**config.mk**
```make
export PLATFORM = sky130hd
export DESIGN_NAME = dice_roll_sched
export DESIGN_NICKNAME = d
export VERILOG_FILES = /design/src/rtl/dice_pkg.sv /design/src/rtl/dice_roll_sched_rr_arbiter.sv /design/src/rtl/dice_roll_sched.sv
export SDC_FILE = /design/constraint.sdc
export NUM_CORES = 1
export LEC_CHECK = 0
export ABC_AREA = 1
export CELL_PAD_IN_SITES_DETAIL_PLACEMENT = 1
export CELL_PAD_IN_SITES_GLOBAL_PLACEMENT = 1
export CORE_UTILIZATION = 47
export CTS_BUF_LIST = sky130_fd_sc_hd__clkbuf_8
export DETAILED_ROUTE_END_ITERATION = 7
export PLACE_DENSITY_LB_ADDON = 0.12
export SYNTH_ARGS = -nofsm -noshare
export SYNTH_HDL_FRONTEND = slang
export SYNTH_HIERARCHICAL = 1
export SYNTH_SLANG_ARGS = --single-unit
```
**constraint.sdc**
```tcl
create_clock -name clk -period 7.05 [get_ports clk]
set_input_delay 1.7625 -clock clk [delete_from_list [all_inputs] [get_ports clk]]
set_output_delay 1.7625 -clock clk [all_outputs]
set_load 0.02 [all_outputs]
```
**src/rtl/dice_pkg.sv**
```systemverilog
// Shared types and helpers for the dice roll scheduler.
//   state_t       : scheduler FSM states
//   FACE_MIN/MAX  : legal face range reported by the dice roller
//   is_valid_face : 1 when a sampled face lies in FACE_MIN..FACE_MAX
package dice_pkg;

  typedef enum logic [2:0] {
    ST_IDLE,
    ST_GRANT,
    ST_ROLL,
    ST_SETTLE,
    ST_SAMPLE,
    ST_REPORT
  } state_t;

  localparam logic [2:0] FACE_MIN = 3'd1;
  localparam logic [2:0] FACE_MAX = 3'd6;

  function automatic logic is_valid_face(input logic [2:0] face);
    return (face >= FACE_MIN) && (face <= FACE_MAX);
  endfunction

endpackage

```
**src/rtl/dice_roll_sched_rr_arbiter.sv**
```systemverilog
// Round-robin arbiter with a rotating priority pointer.
//   clk, rst : clock, asynchronous active-low reset (pointer -> 0)
//   req      : request vector
//   upd      : accept the current pick; pointer moves to winner+1
//   gnt      : one-hot pick (combinational)
//   id       : encoded pick (combinational)
module rr_arbiter #(
  parameter  int N = 4,
  localparam int W = $clog2(N)
) (
  input  logic         clk,
  input  logic         rst,
  input  logic [N-1:0] req,
  input  logic         upd,
  output logic [N-1:0] gnt,
  output logic [W-1:0] id
);

  logic [W-1:0] ptr;
  logic         found;
  int           idx;

  // Scan starting at the pointer, wrapping at N-1 -> 0; first hit wins.
  always_comb begin
    gnt   = '0;
    id    = '0;
    found = 1'b0;
    idx   = 0;
    for (int i = 0; i < N; i++) begin
      idx = int'(ptr) + i;
      if (idx >= N) idx = idx - N;
      if (!found && req[idx]) begin
        found    = 1'b1;
        gnt[idx] = 1'b1;
        id       = W'(idx);
      end
    end
  end

  always_ff @(posedge clk or negedge rst) begin
    if (!rst) begin
      ptr <= '0;
    end else if (upd) begin
      ptr <= (id == W'(N - 1)) ? '0 : id + 1'b1;
    end
  end

endmodule

```
**src/rtl/dice_roll_sched.sv**
```systemverilog
// Round-robin scheduler sharing one dice roller between NUM_PLAYERS players.
// Each turn: GRANT (1) -> ROLL (ROLL_CYCLES, dice_roll=1) -> SETTLE
// (SETTLE_CYCLES) -> SAMPLE (face registered) -> REPORT (1, res_valid=1).
// A saturating score per player is updated at REPORT.
// Optional build macro DICE_DOUBLE_EN: a face of 6 earns one bonus roll for
// the same player straight from REPORT (no IDLE, pointer not advanced).
//   clk, rst      : clock, asynchronous active-low reset
//   req           : per-player level request (sampled only in IDLE)
//   clr_scores    : synchronous clear of all scores (wins over an update)
//   score_sel     : player whose score appears on score_rd
//   dice_val      : face from the dice instance
//   dice_roll     : roll strobe to the dice instance
//   grant         : one-hot turn owner, GRANT..REPORT
//   busy          : FSM not IDLE
//   res_valid     : one-cycle result strobe; res_player/value/err hold
//   score_rd      : combinational score read
module dice_roll_sched import dice_pkg::*; #(
  parameter  int NUM_PLAYERS   = 4,
  parameter  int ROLL_CYCLES   = 4,
  parameter  int SETTLE_CYCLES = 1,
  parameter  int SCORE_W       = 8,
  localparam int PID_W         = $clog2(NUM_PLAYERS)
) (
  input  logic                   clk,
  input  logic                   rst,
  input  logic [NUM_PLAYERS-1:0] req,
  input  logic                   clr_scores,
  input  logic [PID_W-1:0]       score_sel,
  input  logic [2:0]             dice_val,
  output logic                   dice_roll,
  output logic [NUM_PLAYERS-1:0] grant,
  output logic                   busy,
  output logic                   res_valid,
  output logic [PID_W-1:0]       res_player,
  output logic [2:0]             res_value,
  output logic                   res_err,
  output logic [SCORE_W-1:0]     score_rd
);

  localparam int CNT_MAX = (ROLL_CYCLES > SETTLE_CYCLES) ? ROLL_CYCLES : SETTLE_CYCLES;
  localparam int CNT_W   = $clog2(CNT_MAX + 1);

  state_t                   state, state_nxt;
  logic [CNT_W-1:0]         cnt;
  logic [NUM_PLAYERS-1:0]   grant_q;
  logic [NUM_PLAYERS-1:0]   arb_gnt;
  logic [PID_W-1:0]         arb_id;
  logic                     arb_upd;
  logic [PID_W-1:0]         cur_pid;
  logic                     roll_done, settle_done, bonus_take;
  logic [SCORE_W-1:0]       score [NUM_PLAYERS];

  function automatic logic [SCORE_W-1:0] sat_add(input logic [SCORE_W-1:0] a,
                                                 input logic [2:0]         b);
    logic [SCORE_W:0] s;
    s = {1'b0, a} + {{(SCORE_W-2){1'b0}}, b};
    return s[SCORE_W] ? {SCORE_W{1'b1}} : s[SCORE_W-1:0];
  endfunction

  rr_arbiter #(.N(NUM_PLAYERS)) u_arb (
    .clk (clk),
    .rst (rst),
    .req (req),
    .upd (arb_upd),
    .gnt (arb_gnt),
    .id  (arb_id)
  );

  assign roll_done   = (cnt == CNT_W'(ROLL_CYCLES - 1));
  assign settle_done = (cnt == CNT_W'(SETTLE_CYCLES - 1));

`ifdef DICE_DOUBLE_EN
  logic bonus_used;
  // Only one bonus per turn; a 6 is always a valid face so res_err is implied 0.
  assign bonus_take = (res_value == FACE_MAX) && !bonus_used;

  always_ff @(posedge clk or negedge rst) begin
    if (!rst) begin
      bonus_used <= 1'b0;
    end else if (state == ST_IDLE) begin
      bonus_used <= 1'b0;
    end else if (state == ST_REPORT && bonus_take) begin
      bonus_used <= 1'b1;
    end
  end
`else
  assign bonus_take = 1'b0;
`endif

  always_ff @(posedge clk or negedge rst) begin
    if (!rst) state <= ST_IDLE;
    else      state <= state_nxt;
  end

  always_comb begin
    state_nxt = state;
    arb_upd   = 1'b0;
    case (state)
      ST_IDLE: begin
        if (|req) begin
          state_nxt = ST_GRANT;
          arb_upd   = 1'b1;
        end
      end
      ST_GRANT:  state_nxt = ST_ROLL;
      ST_ROLL:   if (roll_done)   state_nxt = ST_SETTLE;
      ST_SETTLE: if (settle_done) state_nxt = ST_SAMPLE;
      ST_SAMPLE: state_nxt = ST_REPORT;
      ST_REPORT: state_nxt = bonus_take ? ST_GRANT : ST_IDLE;
      default:   state_nxt = ST_IDLE;
    endcase
  end

  // Turn owner latch and phase counter (restarts on every state change)
  always_ff @(posedge clk or negedge rst) begin
    if (!rst) begin
      cnt     <= '0;
      cur_pid <= '0;
      grant_q <= '0;
    end else begin
      if (state_nxt != state) cnt <= '0;
      else if (state == ST_ROLL || state == ST_SETTLE) cnt <= cnt + 1'b1;
      if (arb_upd) begin
        cur_pid <= arb_id;
        grant_q <= arb_gnt;
      end
    end
  end

  // Sample stage: result registers hold until the next SAMPLE
  always_ff @(posedge clk or negedge rst) begin
    if (!rst) begin
      res_player <= '0;
      res_value  <= '0;
      res_err    <= 1'b0;
    end else if (state == ST_SAMPLE) begin
      res_player <= cur_pid;
      res_value  <= dice_val;
      res_err    <= !is_valid_face(dice_val);
    end
  end

  // Report stage: score update, clear takes priority
  always_ff @(posedge clk or negedge rst) begin
    if (!rst) begin
      for (int i = 0; i < NUM_PLAYERS; i++) score[i] <= '0;
    end else if (clr_scores) begin
      for (int i = 0; i < NUM_PLAYERS; i++) score[i] <= '0;
    end else if (state == ST_REPORT && !res_err) begin
      score[res_player] <= sat_add(score[res_player], res_value);
    end
  end

  assign busy      = (state != ST_IDLE);
  assign dice_roll = (state == ST_ROLL);
  assign res_valid = (state == ST_REPORT);
  assign grant     = busy ? grant_q : '0;
  assign score_rd  = score[score_sel];

endmodule

```
* Yosys cells after proc, flatten, opt, wreduce, memory -nomap -nowiden
Index checks and enable logic that the tools add are counted. W data, S select, Z words.
Word-level totals: register bits 52, latch bits 0, memory bits (writable) 0, memory bits (read-only) 0, bits of input ports 12, memories kept 0
Operators by class: $add $sub $neg 10, $mul 0, divide/modulo/power cells 0, magnitude comparators 17, eq/ne operators 8, shift-type cells 0, muxes and demuxes 57, bitwise gates (word level) 5, reductions and logical operators 22
Operators by type and width (number):
- $mux W32 | 6
- $ge A32 B1 Y1 const B | 4
- $lt A32 B4 Y1 const B | 4
- $ge A32 B4 Y1 const B | 3
- $sub A32 B4 Y32 const B | 3
- $mux W8 | 6
- $bmux W8 S2 | 2
- $bwmux W32 | 1
- $mux W4 | 5
- $mux W1 | 17
- $demux W8 S2 | 1
- $mux W3 | 5
- $pmux W3 S5 | 1
- $or A4 B4 Y4 | 3
- $logic_and A1 B1 Y1 | 10
- $mux W2 | 5
- $add A8 B3 Y9 | 1
- $eq A3 B2 Y1 const B | 3
- $bmux W1 S2 | 4
- $demux W1 S2 | 4
- $add A2 B2 Y3 const B | 2
- $eq A3 B3 Y1 const B | 2
- $ge A3 B3 Y1 const B | 2
- $logic_not A3 Y1 | 2
- 17 further kinds | 23

* Depth between registers and ports, before layout
depth in word-level cells 17, depth in mapped cells 15

* Hierarchy
Netlist, hierarchy kept.
By module, submodules not included:
- dice_roll_sched | times used 1, cells each 400, area an instance 2866.5 sq um
- rr_arbiter | times used 1, cells each 98, area an instance 643.1 sq um

* Least setup slack after synthesis
OpenSTA, ideal clock, no wires.
path kind input port to output port, from input score_sel[0], to output score_rd[5], arrival 2.589 ns, required time 5.287 ns, slack 2.699 ns, stages on the path 4, buffers on the path 1, cell sequence inv_1 clkbuf_1 o21ai_0 o22ai_1
Between the ends: longest elaborated chain between the ends 4
Ends and longest elaborated chain:
- start: declaration | line dice_roll_sched.sv:28 | input logic [PID_W-1:0] score_sel,
- $not A2 Y3 (not written as such) | line dice_roll_sched.sv:158 | assign score_rd = score[score_sel];
- $bmux W8 S2 | line dice_roll_sched.sv:158
- $mux W8 (not written as such) (2 in a row) | line dice_roll_sched.sv:158
- end: declaration | line dice_roll_sched.sv:37 | output logic [SCORE_W-1:0] score_rd
No other way between the ends. The select of a mux whose other input is x is not followed.

* Final worst setup path
Ends and elaborated chain as after synthesis.

==> results.sh <==
export IMPL_status="finished clean"
export IMPL_io_buffer_count=32
export IMPL_power_density_nw_per_um2=336
export IMPL_synthCells=498
export IMPL_firstDrtPassIters=4
export IMPL_yosys_register_bits=52
export IMPL_ys_async_sr_fraction=1.00
export IMPL_clock_latency_ns=0.30
export IMPL_synthToLayoutAreaGrowth_pct=14.1
export IMPL_gr_total_overflow=0
export IMPL_dpl_worst_slack_ns=1.40
export IMPL_synth_most_common_cell="nand2_1"
export IMPL_cap_violations=0
export IMPL_clk_pin_slew_ns=0.09
export IMPL_diodes=0
export IMPL_setup_viol=0
export IMPL_yosysTopAreaCell="dfrtp_1"
export IMPL_final_nets=559
export IMPL_fin_util=0.552
export IMPL_grt_pass1_vias=3591
export IMPL_detail_route_vias_per_cell=5.42
export IMPL_hpwl_um=7930
export IMPL_clock_sinks=52
export IMPL_synth_enable_flop_cells=0
export IMPL_routed_wl_um=10200
export IMPL_h_tree_depth=2
export IMPL_worst_clock_skew_ns=0.00921
export IMPL_layout_cells_non_filler=629
export IMPL_io_pins=33
export IMPL_die_area_um2=7820
export IMPL_fin_crit_ns=5.66
export IMPL_path_class="primary input to output port"
export IMPL_die_h_um=88.4
export IMPL_gp_congestion=0.846
export IMPL_cp_data_required_time_ns=5.29
export IMPL_core_area_um2=7250
export IMPL_syn_area_um2=3510
export IMPL_die_x_um=88.4
export IMPL_antenna_found_initial=0
export IMPL_vias=3411
export IMPL_wire_per_inst_um=16.3
export IMPL_start_kind="primary input"
export IMPL_endpoint_kind="output port"
export IMPL_drt_iter0_markers=108
export IMPL_min_path_type="register to register"
export IMPL_p_leak_nw=2.06
export IMPL_ir_drop_uv=179
export IMPL_synth_main_ff_cell="dfrtp_1"
export IMPL_fin_crit_sh=0.803
export IMPL_tns_ns=0
export IMPL_synth_top_area_frac=0.371
export IMPL_yosysSeqAreaShare=0.371
export IMPL_hold_buffers=0
export IMPL_grt_pass1_wl_um=16900
export IMPL_drc=0
export IMPL_fin_ws_ns=1.39
export IMPL_synth_cell_types=35
export IMPL_dp_cells=623
export IMPL_power_mw=1.34
export IMPL_relSlewSlack=0.489
export IMPL_track_usage=0.280
export IMPL_cts_buffers=5
export IMPL_post_cts_resize_count=0
export IMPL_synth_net_count=526
export IMPL_grt_max_degree=53
export IMPL_synthTopCellsByArea="dfrtp_1 37%, nand2_1 21%, ha_1 5.3%"
export IMPL_post_cts_setup_buffer_count=0
export IMPL_nFillCells=962
export IMPL_cts_root_buf="clkbuf_8"
export IMPL_syn_avg_cell_area_um2=7.05
export IMPL_grt_setup_unrepaired="no"
export IMPL_ctsLongestPathBuffers=2
export IMPL_yosys_top_cells_count="201 x nand2_1, 52 x dfrtp_1, 45 x inv_1"
export IMPL_crit_fanout=17
export IMPL_drv_slew=0
export IMPL_drive_gt1_frac=0.0792
export IMPL_cts_tree="built"
export IMPL_hold_violations=0
export IMPL_max_freq_ghz=0.177
export IMPL_worst_pin_slew_ns=0.766
export IMPL_yosysWarnings=6
export IMPL_arrival_ns=3.90
export IMPL_row_count=31
export IMPL_start_util=0.484
export IMPL_postRouteAntennaNets=0
-- path summary, 6_finish.rpt --
check	startpoint	end	slack [ns]	cells after the start
hold reg to reg	state[2]$_DFF_PN0_	state[1]$_DFF_PN0_	0.50	1
setup reg to reg	res_player[0]$_DFFE_PN0P_	score[5]$_DFFE_PN0P_	4.05	13
hold / removal	state[2]$_DFF_PN0_	state[1]$_DFF_PN0_	0.50	1
min in group asynchronous	rst	score[25]$_DFFE_PN0P_	1.57	2
max in group asynchronous	rst	grant_q[2]$_DFFE_PN0P_	5.03	2
setup / recovery	score_sel[0]	score_rd[5]	1.39	5
-- where the power goes --
| group | internal [mW] | total [mW] | switching, mW |
|---|---|---|---|
| sequential | 0.348 | 0.431 | 0.0831 |
| clock | 0.102 | 0.199 | 0.0969 |
| combinational | 0.250 | 0.714 | 0.464 |
| total | 0.700 | 1.34 | 0.644 |
-- flip-flops by register name (all words and copies together) (netlist names) --
| name | count |
|---|---|
| grant_q | 4 |
| res_value | 3 |
| u_arb/ptr | 2 |
| state | 3 |
| cur_pid | 2 |
| score | 32 |
| cnt | 3 |
| res_err | 1 |
| res_player | 2 |
-- critical path: stages --
cell	delay, ns
clkdlybuf4s50_1	0.68
inv_1	0.46
o21ai_0	0.14
o22ai_1	0.21
clkdlybuf4s50_1	0.65
-- area by class of cell --
| type | instances | area, um^2 | area share |
|---|---|---|---|
| Clock inverter | 1 | 30.0 | 0.00750 |
| Timing Repair Buffer | 33 | 323 | 0.0806 |
| Tap cell | 99 | 124 | 0.0309 |
| Multi-Input combinational cell | 390 | 1970 | 0.493 |
| Inverter | 49 | 184 | 0.0459 |
| Sequential cell | 52 | 1300 | 0.325 |
| Clock buffer | 5 | 68.8 | 0.0172 |
-- placed cells by master, fill, tap and decap left out, types with 3 or more instances in the layout --
cell type / n
inv_2: 4
nand2_1: 201
nand3_2: 3
nor3_1: 3
clkbuf_8: 5
a22oi_1: 4
mux2_2: 3
nand3_1: 32
inv_1: 45
ha_1: 15
o21ai_1: 6
o21ai_0: 27
nand2_2: 9
nor2_2: 5
o22ai_1: 8
clkdlybuf4s50_1: 31
nor2_1: 44
dfrtp_1: 52
a21oi_1: 5
nand4_1: 7
-- kinds of logic after synthesis --
group / count (synthesis) / synth area share
mux: 3 / 0.00962
buf+inv: 56 / 0.0670
simple gates: 315 / 0.402
fa+ha+maj: 16 / 0.0592
xor+xnor: 1 / 0.00250
compound gates: 55 / 0.0888
flops: 52 / 0.371
-- per-stage QoR --
stage                     cell area, um^2  hold slack [ns]
final                                4000            0.497
after global routing                 4000            0.525
after CTS                            4000            0.505
after detailed placement             3910            0.494
after global placement               3910            0.469
after floorplan                      3510            0.454
-- metal layers --
| metal | track usage | up-vias | wire length [um] |
|---|---|---|---|
| li1 | - | 1657 | - |
| met1 | 0.328 | 1679 | 4460 |
| met2 | 0.536 | 64 | 5380 |
| met3 | 0.0354 | 11 | 285 |
| met4 | 0.0674 | 0 | 100 |
| met5 | 0 | - | 0 |
No activity file was read; power rests on OpenSTA's default activity.
